**config.mk**
```make
export PLATFORM = sky130hd
export DESIGN_NAME = conv_seq_p
export DESIGN_NICKNAME = d
export VERILOG_FILES = /design/src/rtl/conv_pkg.sv /design/src/rtl/conv_rd_pipe.sv /design/src/rtl/conv_seq_p.sv
export SDC_FILE = /design/constraint.sdc
export NUM_CORES = 1
export LEC_CHECK = 0
export ABC_AREA = 1
export CAP_MARGIN = 20
export CELL_PAD_IN_SITES_DETAIL_PLACEMENT = 1
export CELL_PAD_IN_SITES_GLOBAL_PLACEMENT = 1
export CORE_MARGIN = 2
export CORE_UTILIZATION = 37
export DETAILED_ROUTE_END_ITERATION = 7
export GPL_ROUTABILITY_DRIVEN = 0
export GPL_TIMING_DRIVEN = 0
export PLACE_DENSITY = 0.77
export RECOVER_POWER = 100
export SLEW_MARGIN = 20
export SYNTH_ARGS = -nofsm -noshare
export SYNTH_HDL_FRONTEND = slang
export SYNTH_SLANG_ARGS = --single-unit
```
**constraint.sdc**
```tcl
create_clock -name CLK -period 1.9 [get_ports CLK]
set_input_delay 0.57 -clock CLK [delete_from_list [all_inputs] [get_ports CLK]]
set_output_delay 0.57 -clock CLK [all_outputs]
set_load 0.005 [all_outputs]
```
**src/rtl/conv_pkg.sv**
```systemverilog
// Shared types for the convolution sequencer: FSM state encoding and the read tag
// that travels alongside each weight read until its data comes back.
package conv_pkg;

    localparam int DEF_ADDR_W   = 16;
    localparam int DEF_CNT_W    = 8;
    localparam int DEF_MAX_TAPS = 8;
    localparam int DEF_RD_LAT   = 1;

    typedef enum logic [1:0] {
        IDLE  = 2'd0,
        ISSUE = 2'd1,
        DRAIN = 2'd2,
        FIN   = 2'd3
    } conv_state_t;

    typedef struct packed {
        logic vld;
        logic first;
        logic last;
        logic bias;
    } rd_tag_t;

endpackage

```
**src/rtl/conv_rd_pipe.sv**
```systemverilog
// Delays each read tag by the SRAM read latency so MAC/bias controls line up with read data;
// NL_EN trails the last tap of an output by one further cycle.
module conv_rd_pipe
    import conv_pkg::*;
#(
    parameter int RD_LAT = DEF_RD_LAT
) (
    input  logic    CLK,
    input  logic    RSTL,
    input  rd_tag_t i_tag,
    output logic    o_mac_en,
    output logic    o_mac_clr,
    output logic    o_bias_ld,
    output logic    o_nl_en
);

    rd_tag_t r_sr [RD_LAT];
    logic    r_nl;
    rd_tag_t w_out;

    assign w_out = r_sr[RD_LAT-1];

    always_ff @(posedge CLK or negedge RSTL) begin
        if (!RSTL) begin
            for (int i = 0; i < RD_LAT; i++) r_sr[i] <= '0;
            r_nl <= 1'b0;
        end else begin
            r_sr[0] <= i_tag;
            for (int i = 1; i < RD_LAT; i++) r_sr[i] <= r_sr[i-1];
            r_nl <= w_out.vld & w_out.last;
        end
    end

    assign o_mac_en  = w_out.vld & ~w_out.bias;
    assign o_mac_clr = w_out.vld & w_out.first;
    assign o_bias_ld = w_out.vld & w_out.bias;
    assign o_nl_en   = r_nl;

endmodule

```
**src/rtl/conv_seq_p.sv**
```systemverilog
// Convolution sequencer: streams contiguous weight reads for COUNTER0 outputs of N taps each.
// Define CONV_BIAS_EN to prefix every output with one bias-word read.
module conv_seq_p
    import conv_pkg::*;
#(
    parameter int ADDR_W   = DEF_ADDR_W,
    parameter int CNT_W    = DEF_CNT_W,
    parameter int MAX_TAPS = DEF_MAX_TAPS,
    parameter int RD_LAT   = DEF_RD_LAT,
    localparam int TAP_W   = $clog2(MAX_TAPS + 1)
) (
    input  logic              CLK,
    input  logic              RSTL,
    input  logic              CONV_CAL,
    input  logic              module_busy,
    input  logic [CNT_W-1:0]  COUNTER0,
    input  logic [TAP_W-1:0]  TAPS_I,
    input  logic [ADDR_W-1:0] RADDRW_I,
    input  logic              HOLD,
    output logic [ADDR_W-1:0] RADDRW,
    output logic              RCEBW,
    output logic              MAC_EN,
    output logic              MAC_CLR,
    output logic              NL_EN,
    output logic              BIAS_LD,
    output logic              CONV_BUSY,
    output logic              DONE
);

`ifdef CONV_BIAS_EN
    localparam int BIAS_N = 1;
`else
    localparam int BIAS_N = 0;
`endif
    localparam int RT_W = TAP_W + 1;
    localparam logic [TAP_W-1:0] MAX_T = TAP_W'(MAX_TAPS);

    conv_state_t       r_state;
    logic [RT_W-1:0]   r_reads;
    logic [RT_W-1:0]   r_tap;
    logic [CNT_W-1:0]  r_out;
    logic [ADDR_W-1:0] r_addr;
    logic              r_rceb;
    logic [2:0]        r_dly;
    logic              r_done;

    logic [TAP_W-1:0]  w_taps;
    logic [RT_W-1:0]   w_reads;
    logic              w_first;
    logic              w_last;
    logic              w_final;
    logic              w_bias;
    rd_tag_t           w_tag;

    assign w_taps  = (TAPS_I == '0 || TAPS_I > MAX_T) ? MAX_T : TAPS_I;
    assign w_reads = {1'b0, w_taps} + RT_W'(BIAS_N);

    // Counters describe the read currently on RCEBW/RADDRW (remaining, including this one).
    assign w_first = (r_tap == (r_reads - RT_W'(BIAS_N)));
    assign w_last  = (r_tap == RT_W'(1));
    assign w_final = w_last && (r_out == CNT_W'(1));
`ifdef CONV_BIAS_EN
    assign w_bias  = (r_tap == r_reads);
`else
    assign w_bias  = 1'b0;
`endif

    assign w_tag = '{vld: ~r_rceb, first: w_first, last: w_last, bias: w_bias};

    always_ff @(posedge CLK or negedge RSTL) begin
        if (!RSTL) begin
            r_state <= IDLE;
            r_reads <= '0;
            r_tap   <= '0;
            r_out   <= '0;
            r_addr  <= '0;
            r_rceb  <= 1'b1;
            r_dly   <= '0;
            r_done  <= 1'b0;
        end else begin
            r_done <= 1'b0;
            case (r_state)
                IDLE: begin
                    if (CONV_CAL && !module_busy) begin
                        if (COUNTER0 == '0) begin
                            r_done <= 1'b1;
                        end else begin
                            r_state <= ISSUE;
                            r_reads <= w_reads;
                            r_tap   <= w_reads;
                            r_out   <= COUNTER0;
                            r_addr  <= RADDRW_I;
                            r_rceb  <= 1'b0;
                        end
                    end
                end
                ISSUE: begin
                    // Counters step when a read completes its issue cycle, even if HOLD then stalls.
                    if (!r_rceb) begin
                        if (w_final) begin
                            r_state <= DRAIN;
                            r_dly   <= 3'(RD_LAT);
                        end else if (w_last) begin
                            r_tap <= r_reads;
                            r_out <= r_out - CNT_W'(1);
                        end else begin
                            r_tap <= r_tap - RT_W'(1);
                        end
                    end
                    if ((!r_rceb && w_final) || HOLD) begin
                        r_rceb <= 1'b1;
                    end else begin
                        r_rceb <= 1'b0;
                        r_addr <= r_addr + ADDR_W'(1);
                    end
                end
                DRAIN: begin
                    if (r_dly == 3'd1) r_state <= FIN;
                    else               r_dly   <= r_dly - 3'd1;
                end
                FIN: begin
                    r_state <= IDLE;
                    r_done  <= 1'b1;
                end
                default: r_state <= IDLE;
            endcase
        end
    end

    conv_rd_pipe #(.RD_LAT(RD_LAT)) u_pipe (
        .CLK       (CLK),
        .RSTL      (RSTL),
        .i_tag     (w_tag),
        .o_mac_en  (MAC_EN),
        .o_mac_clr (MAC_CLR),
        .o_bias_ld (BIAS_LD),
        .o_nl_en   (NL_EN)
    );

    assign RADDRW    = r_addr;
    assign RCEBW     = r_rceb;
    assign CONV_BUSY = (r_state != IDLE);
    assign DONE      = r_done;

endmodule
```
Word level (Yosys, flattened, before mapping)
Index checks and enable logic that the tools add are counted.

Flip-flop bits (word level): 44. Bits of input ports: 33.

Add/sub/neg operators: 4. Magnitude comparators: 1. Eq/ne operators: 16. Mux-type cells: 34. Bitwise gates (word level): 4. Reductions and logical operators: 20.

Operator list (count): $mux 16 (3); $mux 8 (5); $pmux 16 s2 (1); $mux 5 (5); $ne 2x2->1 const B (9); $add 16x1->16 const B (1); $pmux 8 s2 (1); $mux 2 (5); $pmux 5 s2 (1); $reduce_and 5->1 (2); $mux 3 (3); $eq 8x1->1 const B (1); $logic_not 8->1 (1); $pmux 2 s4 (1); $reduce_and 4->1 (2); $sub 8x1->8 const B (1); $pmux 3 s2 (1); $reduce_and 3->1 (2); $reduce_and 6->1 (1); $reduce_bool 2->1 (3); $eq 5x1->1 const B (1); $eq 5x4->1 (1); $mux 1 (5); $sub 5x1->5 const B (1); other kinds (14) (22).

Depth between registers and ports, before layout
Gate-level depths: netlist of the first run.

Depth after elaboration: 6. Depth in mapped cells: 12. Mapped depth without buffers: 12.

Cells and area by module
From an unflattened synthesis of the first run, not the netlist that was laid out.

Cells, all modules: 457. Area, all modules: 3086.7 um^2.

Modules (own cells, without submodules): conv_seq_p (instances 1, cells each 444, area an instance 2929.1 um^2); conv_rd_pipe (instances 1, cells each 13, area an instance 157.7 um^2).

Worst setup path before layout of the first run
Ideal clock, no wire load.

Path kind: register -> register. Start point: register r_tap[1]. End point: register r_addr[6], in the netlist RADDRW[6]. Data arrival time: 1.518 ns. Slack: 0.265 ns. Cell stages (with the launch flop): 13. Clock period less this slack: 1.635 ns. Cell sequence: dfrtp_1 inv_1 ha_1 inv_1 nor2_1 nand2_4 nor2_8 nand3_4 nor2_4 nor2_4 buf_6 nand2_2 o21ai_2.

Longest elaborated chain between the ends: 6.

Ends and longest elaborated chain: start, declared (line conv_seq_p.sv:40) `logic [RT_W-1:0] r_tap;`; start signal, assigned (line conv_seq_p.sv:90) `r_tap <= w_reads;`; start signal, assigned (line conv_seq_p.sv:104) `r_tap <= r_reads;`; start signal, assigned (line conv_seq_p.sv:107) `r_tap <= r_tap - RT_W'(1);`; $eq 5x1->1 (line conv_seq_p.sv:60) `assign w_last = (r_tap == RT_W'(1));`; $logic_and 1x1->1 (line conv_seq_p.sv:61) `assign w_final = w_last && (r_out == CNT_W'(1));`; $logic_and 1x1->1 (line conv_seq_p.sv:110) `if ((!r_rceb && w_final) || HOLD) begin`; $logic_or 1x1->1 (line conv_seq_p.sv:110); $ne 2x2->1 (no line); $reduce_and 4->1 (no line); end signal, assigned (line conv_seq_p.sv:114) `r_addr <= r_addr + ADDR_W'(1);`; end, declared (line conv_seq_p.sv:42) `logic [ADDR_W-1:0] r_addr;`.

No other way between the ends. A chain may end at the register's enable or synchronous reset.

Worst setup path in the final report of the first run
Start point: input COUNTER0[4]. End point: register r_addr[1], in the netlist RADDRW[1].

Longest elaborated chain between the ends: 3.

Ends and longest elaborated chain: start, declared (line conv_seq_p.sv:16) `input logic [CNT_W-1:0] COUNTER0,`; $logic_not 8->1 (line conv_seq_p.sv:85) `if (COUNTER0 == '0) begin`; $ne 2x2->1 (no line); $reduce_and 4->1 (no line).

No other way between the ends.

==> run metrics, run 1 <==
reported max-cap violation count 0; number of standard cells after synthesis 446; post-detailed-routing wire length 9727 um; CP Data Arrival Time 2.06 ns; Synth Net Count 491; worst hold path endpoint u_pipe.o_nl_en; final slew viol count 0; Max Buffers Root-to-Sink 2; final critical path time including I/O delays and setup 1.864 ns; wire length of the first global-routing pass 15770 um; worst path cell trace clkdlybuf4s50_1, nor2_2, nand2_1, o21ai_2, nand2_2, nand2_1, nor2_4, buf_4, nand2_1, nand2_1; R2R cell count 12; area of placed instances 3737 um2; routed wire length per instance 15.46 um; CTS hold repair buffers 0; unrepaired setup endpoints after global routing yes; slowest stage delay, CP 0.44 ns; maximum fanout along the worst path 6; worst-skew pair later-pin latency 0.30 ns; number of flops mapped to enable cells by yosys 0; post-detail-place hpwl 7090 um; synth unique cells 34; number of routed nets with antenna violations 0; timing-limited maximum frequency 536.3 MHz; initial antenna violation count 0; start point of the worst min-delay path u_pipe.r_sr[1]; kind of start point of the critical path input port; register area share after synthesis 36.14%; worst setup path class in -> reg; power density cells 1623 nW/um2; via density per instance 5.032; Tightest Pin Transition 1.136 ns; overall die area 8987 um2; share of post-route cells with drive strength above 1 16.22%; Clk Tree Root Cell clkbuf_8; Core ar. 8093 um2; #FFs+latches synth 44; CTS HTree Levels 2; I/O pin count 56; signed area change from the synthesized netlist to the final layout 32.40%; Overflow after GRT 0; remaining routing DRC violations 0; fill cell total of the finished layout 1079; clock buffer count from CTS 5; clock-pin transition on the worst setup and hold timing paths 0.08 ns; Syn Area/Cell 6.840 um2; Placed Instances 606; total of endpoints with negative setup slack in the final report 0; most used flip-flop cell after synthesis dfrtp_1; reg-to-reg critical path endpoint r_tap[4]; number of DRC markers after the initial detailed-route iteration 134; maximum resistive drop on vdd 0.0006584 V; final net count 568; Mapped Area 3050 um2; total track usage 22.52%; accumulated negative setup slack 0 ns; slowest cell on the critical path clkdlybuf4s50_1; starting utilization of the core area 37.69%; proportion of register bits with asynchronous set or reset after synthesis 100.0%; CTS tree built; Syn. warnings 0; Slew HR 24.24%; worst flop-to-flop path startpoint r_tap[1]; status finished, final reports clean; # diodes 0; sort of element at the end of the critical path flop; Min-Delay Path Depth 2; class of the tightest hold or removal check reg -> reg; die width 94.80 um; chip height 94.80 um; total vias in the final route 3165; number of sinks on the clock net 44; vias in the first global route 3208; register-to-register setup slack 0.09 ns; total number of placement rows 33; leakage power 2.003 nW; Port Buffers 54; Detailed Routing Iterations Pass 1 4; maximum number of pins on one net before global-route repair 27; Cell Count, Final, Fillers Out 629; CP required 2.09 ns; number of hold violations in the final report 0; cell occurring most often along the worst timing path nand2_1; post-route clock period utilization 98.13%; final instance area 4039 um2; clk_skew 0.008326 ns
## cell usage in the layout (no fill, tap or decap), types with 6 or more instances in the layout
cell	instances
clkdlybuf4s50_1	49
nand4_1	8
buf_4	15
inv_2	6
o21ai_2	9
nand2_2	7
dfrtp_2	9
inv_1	47
o21ai_1	16
nor2_1	33
nand3_1	38
o21ai_0	23
nand2_1	158
ha_1	10
dfrtp_1	34
## logic make-up (layout without fill, tap and decap cells)
logic type | after synthesis | count (layout) | synth area share (%)
AOI/OAI and AO/OA | 60 | 60 | 11.36
and+or+nand+nor | 263 | 263 | 37.98
other | 1 | 1 | 0.1229
xor gates and xnor gates | 2 | 2 | 0.5743
adders and majority gates | 12 | 12 | 4.922
buffers and inverters | 64 | 142 | 8.901
DFF | 44 | 44 | 36.14
## flip-flops by register name, summed over array words and instances (netlist names)
name,count
RCEBW,1
r_out,8
u_pipe.o_nl_en,1
r_state,2
RADDRW,16
u_pipe.r_sr,3
r_dly,3
r_reads,4
r_tap,5
DONE,1
## layer usage
layer  vias up  wire (um)  part of all wire (%)  global-route usage (%)
li1       1570          -                     -                       -
met1      1526       4314                    44                   29.31
met2        61       4969                    51                   40.25
met3         8        381                   3.9                   2.953
met4         0         61                  0.63                   3.986
met5         -          0                     0                       0
## report_power, final
group	switching [W]	leakage, nW	internal (W)
clock	0.000345	0.0552	0.000391
combinational	0.00225	1.40	0.00170
sequential	0.000484	0.543	0.00139
total	0.00308	2.00	0.00347
## synthesized netlist by cell type (2+ instances only)
master    count  area (um2)
a21oi_1       5       25.02
buf_2         4       20.02
buf_6         3       33.78
clkbuf_1      3       11.26
dfrtp_1      43        1076
ha_1         12       150.1
inv_1        50       187.7
inv_2         3       11.26
nand2_1     160       600.6
nand2_2       6       37.54
nand3_1      39       195.2
nand4_1       8       50.05
nor2_1       35       131.4
nor2_4        4       45.04
o21a_1        2       15.01
o21ai_0      23       115.1
o21ai_1      17       85.08
o21ai_2       8       70.07
or2_2         5       31.28
xor2_1        2       17.52
## through the flow
stage	power [W]	hold WS [ns]	setup slack [ns]	util, %
final	0.006554	0.4439	0.03552	49.91
after global routing	0.007209	0.4785	-0.03786	49.91
after CTS	0.006293	0.2215	0.001227	48.24
after detailed placement	0.005428	0.4370	-0.4861	46.18
after global placement	0.005239	0.4150	-1.150	46.00
after floorplan	0.004088	0.2744	0.2651	-
## cell type report
type                            instances  area [um2]  share of cell area, %
Inverter                               53       198.9                  4.926
Multi-Input combinational cell        338        1719                  42.57
Sequential cell                        44        1114                  27.57
Tap cell                              105       131.4                  3.253
Timing Repair Buffer                   71       680.7                  16.85
Clock buffer                            6       72.57                  1.797
Clock inverter                          2       35.03                 0.8674
Buffer                                 10       87.58                  2.169
## critical path, delay by kind of cell
| family | cells | cell delay [ns] |
|---|---|---|
| AOI/OAI and AO/OA | 1 | 0.19 |
| buffers and inverters | 2 | 0.60 |
| and+or+nand+nor | 7 | 0.68 |
## worst max path at each step
stage	startpoint	endpoint	slack [ns]
2_1_floorplan	r_tap[1]	RADDRW[6]	0.27
3_3_place_gp	RSTL	r_out[1]	-1.15
3_5_place_dp	COUNTER0[4]	RADDRW[12]	-0.49
4_1_cts	r_tap[1]	r_tap[4]	0.001
5_1_grt	COUNTER0[3]	RADDRW[15]	-0.04
6_report	COUNTER0[4]	RADDRW[1]	0.04
## what timing repair did
item	in CTS	in global routing
setup endpoints to repair	29	45
pin swaps	1	4
gates cloned	0	2
buffers inserted	5	9
hold endpoints to repair	0	0
resized for setup	10	29
Note: power is estimated with default switching activity, not from simulation.
==> run 2: changes to the inputs <==
--- a/config.mk
+++ b/config.mk
@@ -14,6 +14,7 @@
 export DETAILED_ROUTE_END_ITERATION = 7
 export GPL_ROUTABILITY_DRIVEN = 0
 export GPL_TIMING_DRIVEN = 0
+export MAX_ROUTING_LAYER = met4
 export PLACE_DENSITY = 0.77
 export RECOVER_POWER = 100
 export SLEW_MARGIN = 20
==> run metrics, run 2 (synthesis gave the netlist of run 1 again) <==
status finished, final reports clean; maximum fanout along the worst path 6 (unchanged); maximum number of pins on one net before global-route repair 27 (unchanged); # diodes 0 (unchanged); slowest cell on the critical path clkdlybuf4s50_1; clk_skew 0.006890 ns (-0.001436 ns); Overflow after GRT 0 (unchanged); share of post-route cells with drive strength above 1 16.22% (unchanged); class of the tightest hold or removal check reg -> reg; dpl ws -0.4861 ns (unchanged); overall die area 8987 um2 (unchanged); cell occurring most often along the worst timing path nand2_1; worst path cell trace clkdlybuf4s50_1, nor2_2, nand2_1, o21ai_2, nand2_2, nand2_1, nor2_4, buf_4, nand2_1, nand2_1; worst flop-to-flop path startpoint r_tap[1]; final slew viol count 0 (unchanged); total vias in the final route 3165 (unchanged); I/O pin count 56 (unchanged); PnR worst setup slack 0.04142 ns (+0.005897 ns); fill cell total of the finished layout 1079 (unchanged); final critical path time including I/O delays and setup 1.859 ns (-0.005897 ns); number of hold violations in the final report 0 (unchanged); most common library cell in the layout ignoring fill and taps nand2_1; worst setup path class in -> reg; chip height 94.80 um (unchanged); timing-limited maximum frequency 538.0 MHz (+0.32%); total track usage 23.18% (+0.65 points); final net count 568 (unchanged); reported max-cap violation count 0 (unchanged); power density cells 1624 nW/um2 (about the same); Final Hold Slack 0.4442 ns (+0.0002750 ns); leakage power 2.003 nW (unchanged); vias in the first global route 3204 (-0.12%); number of sinks on the clock net 44 (unchanged); kind of start point of the critical path input port; total number of placement rows 33 (unchanged); CTS HTree Levels 2 (unchanged); flip-flop count of the largest register after layout 16 (unchanged); wire length of the first global-routing pass 15770 um (about the same); post-detail-place hpwl 7090 um (unchanged); top library cells by usage in the layout, fill and taps aside nand2_1 (158), clkdlybuf4s50_1 (49), inv_1 (47); CP required 2.09 ns (about the same); starting utilization of the core area 37.69% (unchanged); unrepaired setup endpoints after global routing yes; sort of element at the end of the critical path flop; via density per instance 5.032 (unchanged); die width 94.80 um (unchanged); Detailed Routing Iterations Pass 1 4 (unchanged); Slew HR 24.00% (-0.24 points); number of routed nets with antenna violations 0 (unchanged); Worst setup startpoint COUNTER0[4]; R2R cell count 12 (unchanged); register-to-register setup slack 0.09 ns (about the same); Clk Tree Root Cell clkbuf_8; signed area change from the synthesized netlist to the final layout 32.40% (unchanged); remaining routing DRC violations 0 (unchanged); Core ar. 8093 um2 (unchanged); footprint of the flip-flops and latches 1114 um2 (unchanged); reg-to-reg critical path endpoint r_tap[4]; clock buffer count from CTS 5 (unchanged); Tightest Pin Transition 1.140 ns (+0.003671 ns); maximum resistive drop on vdd 0.0006615 V (+0.48%); Max Buffers Root-to-Sink 2 (unchanged); total of endpoints with negative setup slack in the final report 0 (unchanged); CP Data Arrival Time 2.05 ns (about the same); slowest stage delay, CP 0.44 ns (about the same); routed wire length per instance 15.43 um (-0.21%); Port Buffers 54 (unchanged); number of DRC markers after the initial detailed-route iteration 107 (-20%); Min-Delay Path Depth 2 (unchanged); clock-pin transition on the worst setup and hold timing paths 0.09 ns (about the same); initial antenna violation count 0 (unchanged); post-detailed-routing wire length 9707 um (-0.21%); multi-input combinational cell area 1719 um2 (unchanged); CTS hold repair buffers 0 (unchanged); endpoint of the worst setup timing path RADDRW[1]; worst-skew pair later-pin latency 0.30 ns (about the same); post-route clock period utilization 97.82% (-0.31 points); CTS tree built
-- run 2: through the flow --
step | power [W] | std cells | TNS, ns | utilization (%) | cell area, um2
finish | 0.006557 | 629 | 0 | 49.91 | 4039
global route | 0.007208 | 629 | -0.4169 | 49.91 | 4039
CTS | 0.006293 | 619 | 0 | 48.24 | 3904
detailed placement | 0.005428 | 606 | -10.79 | 46.18 | 3737
global placement | 0.005239 | 605 | -59.94 | 46.00 | 3722
floorplan | 0.004088 | 446 | 0 | - | 3050
-- run 2: power by group --
group          total [W]  switching [W]  internal (W)
Combinational    0.00394        0.00225       0.00170
Clock           0.000740       0.000349      0.000391
Sequential       0.00187       0.000487       0.00139
-- run 2: worst max-delay path, delay by kind of cell --
| kind | cells | cell delay [ns] |
|---|---|---|
| AO/OA/AOI/OAI | 1 | 0.19 |
| AND/OR/NAND/NOR | 7 | 0.68 |
| buffers and inverters | 2 | 0.60 |
-- run 2: metal layers --
layer / share of wire [%] / up-vias / global-route usage, % / wire [um]
li1: - / 1568 / - / -
met1: 44 / 1520 / 29.36 / 4245
met2: 51 / 69 / 40.25 / 4969
met3: 4.5 / 8 / 2.873 / 438
met4: 0.55 / 0 / 3.986 / 53
met5: 0 / - / - / 0
-- run 2: final cells by class --
type	count	share of cell area [%]
Tap cell	105	3.253
Clock inverter	2	0.8674
Multi-Input combinational cell	338	42.57
Buffer	10	2.169
Timing Repair Buffer	71	16.85
Sequential cell	44	27.57
Inverter	53	4.926
Clock buffer	6	1.797
-- run 2: worst min path at each step --
stage | start | endpoint
final | u_pipe.r_sr[1] | u_pipe.o_nl_en
after CTS | RSTL | RADDRW[11]
after floorplan | RSTL | DONE
after global placement | u_pipe.r_sr[1] | u_pipe.o_nl_en
after detailed placement | u_pipe.r_sr[1] | u_pipe.o_nl_en
after global routing | u_pipe.r_sr[1] | u_pipe.o_nl_en
-- run 2: what timing repair did --
item                       CTS  global route
buffers inserted             5             9
pin swaps                    1             4
gates resized for setup     10            29
cloned                       0             2
setup endpoints to repair   29            45
